===== src/rtl/quant_coeff_pkg.sv =====
// Shared definitions for the quantiser coefficient loader: FSM states,
// command word bit positions and status word bit positions.
package quant_coeff_pkg;

    typedef enum logic [1:0] {
        IDLE    = 2'd0,
        WRITE   = 2'd1,
        RD_WAIT = 2'd2,
        CMP     = 2'd3
    } state_t;

    // Command word (addr_reg) bit positions
    localparam int CMD_COMMIT = 31;
    localparam int CMD_FILL   = 30;
    localparam int CMD_CLR    = 29;

    // Status word bit positions; bits [15:0] carry the write count
    localparam int ST_BUSY = 16;
    localparam int ST_VERR = 17;
    localparam int ST_DROP = 18;

endpackage


===== src/rtl/quant_cmd_detect.sv =====
// Turns the software commit toggle into a one-cycle commit pulse.
// The first clock after reset only captures the toggle level (arming), so a
// toggle bit already set at reset release never fires. Every toggle is seen
// exactly once because the history register follows the input every cycle.
module quant_cmd_detect (
    input  logic user_clk,
    input  logic user_rst,
    input  logic toggle,
    input  logic clr,
    output logic commit,
    output logic commit_wr,
    output logic commit_clr
);

    logic tog_q;
    logic armed;

    // Toggle history and arming flag
    always_ff @(posedge user_clk or posedge user_rst) begin
        if (user_rst) begin
            tog_q <= 1'b0;
            armed <= 1'b0;
        end else begin
            tog_q <= toggle;
            armed <= 1'b1;
        end
    end

    // Edge detection and clear/write decode
    always_comb begin
        commit     = armed & (toggle ^ tog_q);
        commit_clr = commit & clr;
        commit_wr  = commit & ~clr;
    end

endmodule


===== src/rtl/quant_coeff_loader.sv =====
// Quantiser coefficient loader: converts software commits into write cycles
// on the coefficient RAM port (single word or fill to the top of the RAM) and
// reports progress on a status word.
// Optional build macro: QUANT_COEFF_LOADER_VERIFY_EN adds a read-back compare
// after every write (RD_WAIT for RAM_RD_LAT cycles, then CMP).
//
// RAM port handshake: the RAM is always ready; a write happens on every clock
// where coef_we is high, using coef_addr/coef_din of that cycle. coef_addr and
// coef_din hold their last values whenever coef_we is low.
module quant_coeff_loader
    import quant_coeff_pkg::*;
#(
    parameter int ADDR_W     = 10,
    parameter int COEF_W     = 18,
    parameter int RAM_RD_LAT = 2
) (
    input  logic              user_clk,
    input  logic              user_rst,
    input  logic [31:0]       addr_reg,
    input  logic [31:0]       data_reg,
    output logic              coef_we,
    output logic [ADDR_W-1:0] coef_addr,
    output logic [COEF_W-1:0] coef_din,
    input  logic [COEF_W-1:0] coef_dout,
    output logic              busy,
    output logic [31:0]       status
);

    localparam logic [ADDR_W-1:0] ADDR_MAX = '1;

    state_t            state;
    state_t            state_nxt;
    logic              commit;
    logic              commit_wr;
    logic              commit_clr;
    logic              fill_q;
    logic [ADDR_W-1:0] addr_q;
    logic [COEF_W-1:0] data_q;
    logic [15:0]       wr_count;
    logic              drop;
    logic              verr;
    logic              last_word;
    logic              addr_step;
    logic              unused_ok;

    quant_cmd_detect u_cmd_detect (
        .user_clk   (user_clk),
        .user_rst   (user_rst),
        .toggle     (addr_reg[CMD_COMMIT]),
        .clr        (addr_reg[CMD_CLR]),
        .commit     (commit),
        .commit_wr  (commit_wr),
        .commit_clr (commit_clr)
    );

    // A single write is always its own last word; a fill stops at the top
    assign last_word = ~fill_q | (addr_q == ADDR_MAX);

`ifdef QUANT_COEFF_LOADER_VERIFY_EN
    localparam logic [7:0] RD_LAST = 8'(RAM_RD_LAT - 1);

    logic [7:0] rd_cnt;

    // Address advances once the compare of the current word is done
    assign addr_step = (state == CMP) & ~last_word;

    // Read latency counter for RD_WAIT
    always_ff @(posedge user_clk or posedge user_rst) begin
        if (user_rst)
            rd_cnt <= '0;
        else if (state == RD_WAIT)
            rd_cnt <= rd_cnt + 8'd1;
        else
            rd_cnt <= '0;
    end

    // Sticky verify error: set on read-back mismatch, cleared by a clear commit
    always_ff @(posedge user_clk or posedge user_rst) begin
        if (user_rst)
            verr <= 1'b0;
        else if (state == CMP && coef_dout != data_q)
            verr <= 1'b1;
        else if (state == IDLE && commit_clr)
            verr <= 1'b0;
    end

    assign unused_ok = ^{data_reg[31:COEF_W], addr_reg[28:ADDR_W]};
`else
    // Address advances right after each write
    assign addr_step = (state == WRITE) & ~last_word;
    assign verr      = 1'b0;
    assign unused_ok = ^{coef_dout, data_reg[31:COEF_W], addr_reg[28:ADDR_W],
                         RAM_RD_LAT[0]};
`endif

    // FSM state register
    always_ff @(posedge user_clk or posedge user_rst) begin
        if (user_rst)
            state <= IDLE;
        else
            state <= state_nxt;
    end

    // FSM next-state logic
    always_comb begin
        state_nxt = state;
        case (state)
            IDLE: begin
                if (commit_wr)
                    state_nxt = WRITE;
            end
            WRITE: begin
`ifdef QUANT_COEFF_LOADER_VERIFY_EN
                state_nxt = RD_WAIT;
`else
                if (last_word)
                    state_nxt = IDLE;
`endif
            end
`ifdef QUANT_COEFF_LOADER_VERIFY_EN
            RD_WAIT: begin
                if (rd_cnt == RD_LAST)
                    state_nxt = CMP;
            end
            CMP: begin
                state_nxt = last_word ? IDLE : WRITE;
            end
`endif
            default: state_nxt = IDLE;
        endcase
    end

    // FSM outputs: write strobe and busy flag
    always_comb begin
        coef_we = (state == WRITE);
        busy    = (state != IDLE);
    end

    // Command latch and fill address counter
    always_ff @(posedge user_clk or posedge user_rst) begin
        if (user_rst) begin
            addr_q <= '0;
            data_q <= '0;
            fill_q <= 1'b0;
        end else if (state == IDLE && commit_wr) begin
            addr_q <= addr_reg[ADDR_W-1:0];
            data_q <= data_reg[COEF_W-1:0];
            fill_q <= addr_reg[CMD_FILL];
        end else if (addr_step) begin
            addr_q <= addr_q + 1'b1;
        end
    end

    assign coef_addr = addr_q;
    assign coef_din  = data_q;

    // Write counter, wraps modulo 2^16
    always_ff @(posedge user_clk or posedge user_rst) begin
        if (user_rst)
            wr_count <= '0;
        else if (coef_we)
            wr_count <= wr_count + 16'd1;
    end

    // Sticky dropped-commit flag: any commit while busy is dropped
    always_ff @(posedge user_clk or posedge user_rst) begin
        if (user_rst)
            drop <= 1'b0;
        else if (commit && state != IDLE)
            drop <= 1'b1;
        else if (state == IDLE && commit_clr)
            drop <= 1'b0;
    end

    // Status word assembly
    always_comb begin
        status          = '0;
        status[15:0]    = wr_count;
        status[ST_BUSY] = busy;
        status[ST_VERR] = verr;
        status[ST_DROP] = drop;
    end

endmodule


===== config.mk =====
export PLATFORM = sky130hd
export DESIGN_NAME = quant_coeff_loader
export DESIGN_NICKNAME = d
export VERILOG_FILES = /design/src/rtl/quant_coeff_pkg.sv /design/src/rtl/quant_cmd_detect.sv /design/src/rtl/quant_coeff_loader.sv
export SDC_FILE = /design/constraint.sdc
export NUM_CORES = 1
export LEC_CHECK = 0
export CAP_MARGIN = 30
export CORE_ASPECT_RATIO = 1.75
export CORE_MARGIN = 1
export CORE_UTILIZATION = 50
export DETAILED_ROUTE_END_ITERATION = 7
export DONT_BUFFER_PORTS = 1
export GPL_TIMING_DRIVEN = 0
export PLACE_DENSITY = 0.7
export SLEW_MARGIN = 20
export SYNTH_ARGS = -nofsm -noshare
export SYNTH_HDL_FRONTEND = slang
export SYNTH_SLANG_ARGS = --single-unit

===== constraint.sdc =====
create_clock -name user_clk -period 1.8 [get_ports user_clk]
set_clock_uncertainty 0.15 [all_clocks]
set_input_delay 0.09 -clock user_clk [delete_from_list [all_inputs] [get_ports user_clk]]
set_output_delay 0.09 -clock user_clk [all_outputs]
set_load 0.05 [all_outputs]

[Yosys cells after proc, flatten, opt, wreduce, memory -nomap -nowiden]
Cells that the tools add are included.
Storage, ports and cells
  register bits after elaboration: 50
Operators by class
  muxes and demuxes: 7
  equal/unequal tests: 4
  bitwise gates (word level): 9
  reductions and logical operators: 8
  add/sub/neg operators: 2
Operators with widths (count)
  $mux 10: 2
  $add 16x1->16 const B: 1
  $add 10x1->10 const B: 1
  $eq 10x10->1 const B: 1
  $reduce_bool 2->1: 3
  $and 1x1->1: 4
  $mux 2: 2
  $pmux 2 s2: 1
  $logic_and 1x1->1: 3
  $not 1->1: 3
  $eq 2x1->1 const B: 1
  $logic_not 2->1: 1
  $mux 1: 2
  $ne 2x1->1 const B: 1
  $ne 2x2->1 const B: 1
  $reduce_and 2->1: 1
  $or 1x1->1: 1
  $xor 1x1->1: 1

[Logic depth before layout (Yosys ltp)]
Gate-level depths: netlist of the first run.
  word-level depth: 6
  mapped depth: 7
  depth with buffers taken out: 5

[Modules after synthesis]
A second synthesis of the first run with hierarchy kept.
Second synthesis, totals
  cells, all modules: 236
  area total of the unflattened synthesis: 2346.0 um2
By module, submodules not included
  quant_coeff_loader: sequential area each 1176.1 um2, area each 2257.2 um2, instances 1, cells each 228
  quant_cmd_detect: sequential area each 50.0 um2, area each 88.8 um2, instances 1, cells each 8

[Worst setup path after synthesis of the first run]
Ideal clock, no wire load.
  path type: reg2reg
  start: register addr_q[0] (netlist: coef_addr[0])
  end: register addr_q[1] (netlist: coef_addr[1])
  clock period less this slack: 2061 ps
  path slack: -261 ps
  data arrival time: 1785 ps
  cell stages (with the launch flop): 7
  path buffers: 1
  cell sequence: dfrtp_1 -> ha_1 -> nand2_1 -> o311ai_4 -> buf_6 -> mux2i_1 -> a21oi_1
On the way
  cells in the longest elaborated chain, start to end: 5
RTL lines
  start, declared: line quant_coeff_loader.sv:37  | logic [ADDR_W-1:0] addr_q;
  start signal, assigned: line quant_coeff_loader.sv:146  | addr_q <= addr_reg[ADDR_W-1:0];
  start signal, assigned: line quant_coeff_loader.sv:150  | addr_q <= addr_q + 1'b1;
  branches (longest 5 deep; another with $add 10x1->10)
Parallel ways; which one is timed is not known. The select of a mux whose other input is x is not followed.
A chain may end at the register's enable or synchronous reset.

[Final worst setup path of the first run]
  start: register addr_q[0] (netlist: coef_addr[0])
  end: register addr_q[7] (netlist: coef_addr[7])
Same word-level chain as after synthesis.

==> impl_metrics.ini, run 1 <==
[placement]
hpwl_mm = 3.40
place_congestion = 0.787
portBuffers = 0

[synth]
synth_top_cell_by_area = dfrtp_1
seq_area_frac_synth = 0.533
synth-compound-area-share = 0.0539
synth_edf_count = 0
synth_warnings = 0
syn_inst = 234
synth_xor_area_frac = 0.0648
ys_top_cells_by_count = nand2_1 (74), dfrtp_1 (49), buf_4 (17), nand3_1 (10), xnor2_1 (10)
synth_most_common_cell = nand2_1
synth-seq-cells = 49
avgSynthCellArea_sq_um = 9.82
synthAdderAreaFrac = 0.0109
synth.distinct_cells = 37
synth_ff_type = dfrtp_1
synth-simple-area-share = 0.234
syn_area_sq_um = 2300
yosysTopAreaCellShare = 0.533
async_reset_ff_frac = 1.00
synth_top_family_by_area = simple AND/OR/NAND/NOR gates
synth_area_leaders = dfrtp_1 (53%), nand2_1 (12%), buf_4 (5.6%), xnor2_1 (3.8%), xor2_1 (2.7%)
synth.area.mux_share = 0.0136

[hold_path]
worstHoldPathCells = 5
hp-class = in -> reg
min_from = addr_reg[29]
min_to = coef_din[17]

[sta]
final-setup-viol-count = 6
worstMarginPinSlew_ns = 0.558
finalSetupTns_ns = -0.609
slew_headroom = 0.628
hold_viol = 0
hold_slack_ns = 0.103
fin_crit_ns = 1.96
fmax_ghz = 0.510
maxSlewViolCount = 0
min_period_over_period = 1.09
rsz0062_at_grt = yes
worst_slack_ns = -0.159

[global_route]
grt_util_all_layers = 0.237
first_global_vias = 1922
grt_overflow = 0
grt_max_degree = 28
grt_pass1_wl_mm = 8.52
antenna_found_initial = 0

[die]
core-area_sq_um = 4400
dieArea_sq_um = 4880
initial_core_util = 0.522
num_rows = 32
fp.dieW_microns = 53.3
io_pins = 146
die_h_microns = 91.7

[routing]
wl_mm = 5.44
wl_per_cell_microns = 15.6
drtIter0Drc = 30
vias = 1863
routed_via_density = 5.35
postRouteAntennaNets = 0
drt_first_pass_iters = 4
drcViolationCount = 0

[status]
outcome = finished, violations left
violations = negative setup slack

[pwr]
leakage_nw = 1.49
ir_drop_mv = 0.912
p_clk_frac = 0.199
p_per_area_nw_per_um2 = 1330
internal_power_mw = 2.19
sequentialPowerShare = 0.606
switching_share = 0.472
switching_power_mw = 1.96
combPwrFrac = 0.195

[critical_path]
reg2reg_from = coef_addr[0]
crit_fanout = 7
critical-path-max-stage-delay_ns = 0.61
worst_path_max_delay_cell = dfrtp_4
r2r_end = coef_addr[7]
path_class = reg -> reg
cp-end-kind = flip-flop
r2r_cells = 6
crit_start = coef_addr[0]
r2r_slack_ns = -0.16
critPathLaunchType = flip-flop
critPathRequiredTime_ns = 1.88
critPathArrivalTime_ns = 2.04
crit_path_cell_trace = ha_4 -> nand2_4 -> o311ai_4 -> buf_4 -> or4_1 -> nand3_1

[cells_and_area]
final.fill_count = 334
multi_input_area_sq_um = 1040
seq_area_sq_um = 1260
syn_to_final_growth_pct = 35.5
fin_nets = 382
fin_util = 0.707
drive_above_1_share = 0.290
diodes = 0

[clocking]
clockBufferDepth = 2
cts.sinks = 49
clk_pin_slew_ns = 0.09
cts_tree = done
htree_levels = 2
cts_buffers = 5
cts_root_buffer = clkbuf_8
clk_latency_ns = 0.30

[job]
drv_cap = 0
## layout by cell type (no fill, tap or decap), drive strengths merged, types with 3 or more instances in the layout
| cell type | count |
|---|---|
| and3 | 10 |
| dlygate4sd3 | 32 |
| nor3 | 3 |
| clkbuf | 9 |
| nand2 | 74 |
| dfrtp | 49 |
| nand4 | 3 |
| o21ai | 4 |
| nand3 | 11 |
| xor2 | 7 |
| o311ai | 3 |
| buf | 32 |
| nor2 | 6 |
| and4 | 3 |
| inv | 3 |
| conb | 15 |
| xnor2 | 10 |
## cell families (layout without fill, tap and decap cells)
group / after synthesis / in the layout
buf+inv: 28 / 78
fa+ha+maj: 2 / 2
flops: 49 / 49
mux: 3 / 3
simple gates: 118 / 118
compound gates: 15 / 15
other cells: 2 / 15
xor+xnor: 17 / 17
## worst max-delay path, delay by kind of cell, from the launching register on
family	cells	cell delay, ns
and+or+nand+nor	3	0.63
DFF	1	0.61
adders and majority gates	1	0.22
buffers and inverters	1	0.18
AOI/OAI and AO/OA	1	0.11
## stage by stage
stage	instances	instance area, sq um	total power, mW	worst slack, ns
4_1_cts	343	3000	4.05	-0.0903
3_3_place_gp	298	2440	3.05	-0.265
5_1_grt	348	3120	4.31	-0.231
6_report	348	3120	4.14	-0.159
3_5_place_dp	299	2460	3.08	-0.181
2_1_floorplan	247	2380	2.91	-0.0148
## power groups by stage
stage / Clock [mW] / Combinational, mW / Sequential (mW)
4_1_cts: 0.832 / 0.721 / 2.50
3_5_place_dp: 0 / 0.607 / 2.47
3_3_place_gp: 0 / 0.580 / 2.47
2_1_floorplan: 0 / 0.526 / 2.38
6_report: 0.826 / 0.807 / 2.51
5_1_grt: 0.863 / 0.896 / 2.55
## area by class of cell
| class | count | share of cell area |
|---|---|---|
| buffer | 25 | 0.0647 |
| clock buffer | 6 | 0.0265 |
| clock inverter | 2 | 0.0120 |
| inverter | 3 | 0.00361 |
| multi-input combinational | 170 | 0.335 |
| sequential | 49 | 0.404 |
| tap | 51 | 0.0205 |
| timing repair buffer | 42 | 0.133 |
## what timing repair did
action                                 in CTS  in global routing
setup endpoints to repair                  32                 32
pin swaps                                   4                 11
resized for setup                          26                 22
gates cloned                                1                  0
setup buffers                               3                  5
hold buffers                               32                  0
endpoints found under the hold margin      80                  0
## per-layer routing
metal / track usage / routed length [microns] / up-vias
li1: - / - / 873
met1: 0.261 / 2110 / 896
met2: 0.416 / 2860 / 84
met3: 0.0580 / 378 / 10
met4: 0.0899 / 98 / 0
met5: 0 / 0 / -
## flip-flops by register name, summed over array words and instances, names as in the netlist
register,cells
u_cmd_detect.tog_q,1
wr_count,16
drop,1
coef_din,18
u_cmd_detect.armed,1
coef_addr,10
state,1
fill_q,1
## how the worst max path moves through the flow
stage | slack, ns | depth (start not counted) | endpoint
after floorplan | -0.01 | 5 | coef_addr[1]
after global placement | -0.26 | 1 | coef_addr[1]
after detailed placement | -0.18 | 5 | coef_addr[1]
after CTS | -0.09 | 6 | coef_addr[1]
after global routing | -0.23 | 5 | coef_addr[1]
final | -0.16 | 6 | coef_addr[7]
Power figures use the tool's default switching activity.
==> run 2: changes to the inputs <==
==> constraint.sdc (replaced) <==
create_clock -name user_clk -period 1.71 [get_ports user_clk]
set_clock_uncertainty 0.15 [all_clocks]
set_input_delay 0.0855 -clock user_clk [delete_from_list [all_inputs] [get_ports user_clk]]
set_output_delay 0.0855 -clock user_clk [all_outputs]
set_load 0.05 [all_outputs]
==> run 2 against run 1 <==
- the run still ends with negative setup slack left
- maximum frequency up 2.8%
- die area unchanged
- via count increased by 4.0%
- hold slack lost 0.083 ns
- critical endpoint is now coef_addr[1]
- non-clock buffer count grew 12
- first-iteration DRC count rose by 20%
- register-to-register slack worse by 0.04 ns
- final area up 7.7%
- power up 8.8%
- combinational power grew 23%
- critical path type unchanged
==> impl_metrics.ini, run 2 (synthesized netlist as in run 1, its figures left out) <==
[status]
outcome = finished, violations left
violations = negative setup slack

[critical_path]
r2r_slack_ns = -0.20
cp-end-kind = flip-flop
crit_buf_inv = 1
r2r_cells = 6
crit_fanout = 7
critPathLaunchType = flip-flop
critPathArrivalTime_ns = 1.95
reg2reg_from = coef_addr[0]
crit_family = flip-flops
crit_start = coef_addr[0]
crit_path_cell_trace = ha_4 -> nand2_4 -> o311ai_4 -> buf_6 -> mux2i_1 -> a21oi_1
r2r_end = coef_addr[1]
path_class = reg -> reg
worst_path_max_delay_cell = dfrtp_4
endpoint = coef_addr[1]
critPathRequiredTime_ns = 1.75
cp_num_cells = 6
critical-path-max-stage-delay_ns = 0.58

[sta]
hold_slack_ns = 0.0200
slew_headroom = 0.604
worst_slack_ns = -0.195
final-setup-viol-count = 24
maxSlewViolCount = 0
rsz0062_at_grt = yes
fmax_ghz = 0.525
worstMarginPinSlew_ns = 0.594
min_period_over_period = 1.11
hold_viol = 0
fin_crit_ns = 1.91

[cells_and_area]
final.fill_count = 301
final_area_sq_um = 3350
diodes = 0
stdcell_count = 360
multi_input_area_sq_um = 1130
largest_register_ffs = 18
syn_to_final_growth_pct = 45.9
final_common_cell = nand2_1
seq_area_sq_um = 1270
fin_nets = 394
final_cell_mix = nand2_1 (58), buf_4 (32), dlygate4sd3_1 (32)
drive_above_1_share = 0.379

[die]
dieArea_sq_um = 4880
fp.dieW_microns = 53.3
die_h_microns = 91.7
core-area_sq_um = 4400
num_rows = 32
initial_core_util = 0.522
io_pins = 146

[clocking]
clk_pin_slew_ns = 0.09
cts.sinks = 49
cts_tree = done
htree_levels = 2
cts_root_buffer = clkbuf_8
clk_latency_ns = 0.30
cts_buffers = 5
clockBufferDepth = 2

[global_route]
grt_overflow = 0
first_global_vias = 1931
antenna_found_initial = 0
grt_max_degree = 26
grt_util_all_layers = 0.250
grt_pass1_wl_mm = 8.86

[hold_path]
hp-class = in -> reg
worstHoldPathCells = 5
min_from = addr_reg[29]

[placement]
place_area_sq_um = 2480
place_congestion = 0.794
portBuffers = 0
dp_cells = 299
hpwl_mm = 3.53

[routing]
wl_mm = 6.14
wl_per_cell_microns = 17.1
drtIter0Drc = 36
vias = 1938
postRouteAntennaNets = 0
routed_via_density = 5.38
drcViolationCount = 0
drt_first_pass_iters = 4

[pwr]
ir_drop_mv = 1.14
p_per_area_nw_per_um2 = 1340
leakage_nw = 1.59

[job]
drv_cap = 0
-- run 2: cell types whose count changed in the layout (fill, tap and decap cells not counted), sizes merged --
cell and change:
buf +12, clkbuf +1, clkinvlp -1
-- run 2: worst min-delay path by stage --
stage / endpoint / slack, ns
floorplan: u_cmd_detect.tog_q / -0.03
global route: coef_din[7] / 0.04
finish: coef_din[4] / 0.02
global placement: u_cmd_detect.tog_q / -0.03
CTS: coef_din[8] / 0.1
detailed placement: wr_count[9] / -0.1
-- run 2: where the power goes --
group | internal (mW) | total [mW] | switching (mW)
sequential | 1.45 | 2.66 | 1.21
clock | 0.477 | 0.858 | 0.381
combinational | 0.489 | 0.989 | 0.500
-- run 2: per-stage QoR --
stage                     total power, mW  setup slack, ns   util  setup TNS (ns)
after CTS                            4.33           -0.176  0.697           -1.20
after detailed placement             3.29           -0.206  0.564           -4.41
after floorplan                      3.09          -0.0343      -         -0.0764
final                                4.51           -0.195  0.762           -2.23
after global routing                 4.70           -0.252  0.762           -3.65
after global placement               3.23           -0.319  0.559          -14.55
-- run 2: timing repair --
action | in CTS | in global routing
endpoints found under the setup margin | 36 | 34
buffers inserted | 9 | 9
hold buffers | 32 | 0
gates resized for setup | 23 | 55
gates cloned | 2 | 2
pin swaps | 8 | 18
endpoints found under the hold margin | 80 | 0
-- run 2: per-layer routing --
metal | share of wire | track usage | up-vias | wire length (microns)
met5 | 0 | 0 | - | 0
met4 | 0.018 | 0.0877 | 0 | 113
met3 | 0.070 | 0.0697 | 8 | 432
li1 | - | - | 896 | -
met2 | 0.57 | 0.463 | 89 | 3470
met1 | 0.35 | 0.249 | 945 | 2120
-- run 2: layout make-up --
cell class / instances / share of cell area
Tap cell: 51 / 0.0190
Timing Repair Buffer: 54 / 0.162
Clock buffer: 7 / 0.0257
Sequential cell: 49 / 0.378
Clock inverter: 1 / 0.00895
Buffer: 25 / 0.0671
Multi-Input combinational cell: 170 / 0.336
Inverter: 3 / 0.00336
-- run 2: worst min-delay path: cells and delay by family --
family                 cells  cell delay [ns]
and+or+nand+nor            4             0.21
buffers and inverters      1             0.14
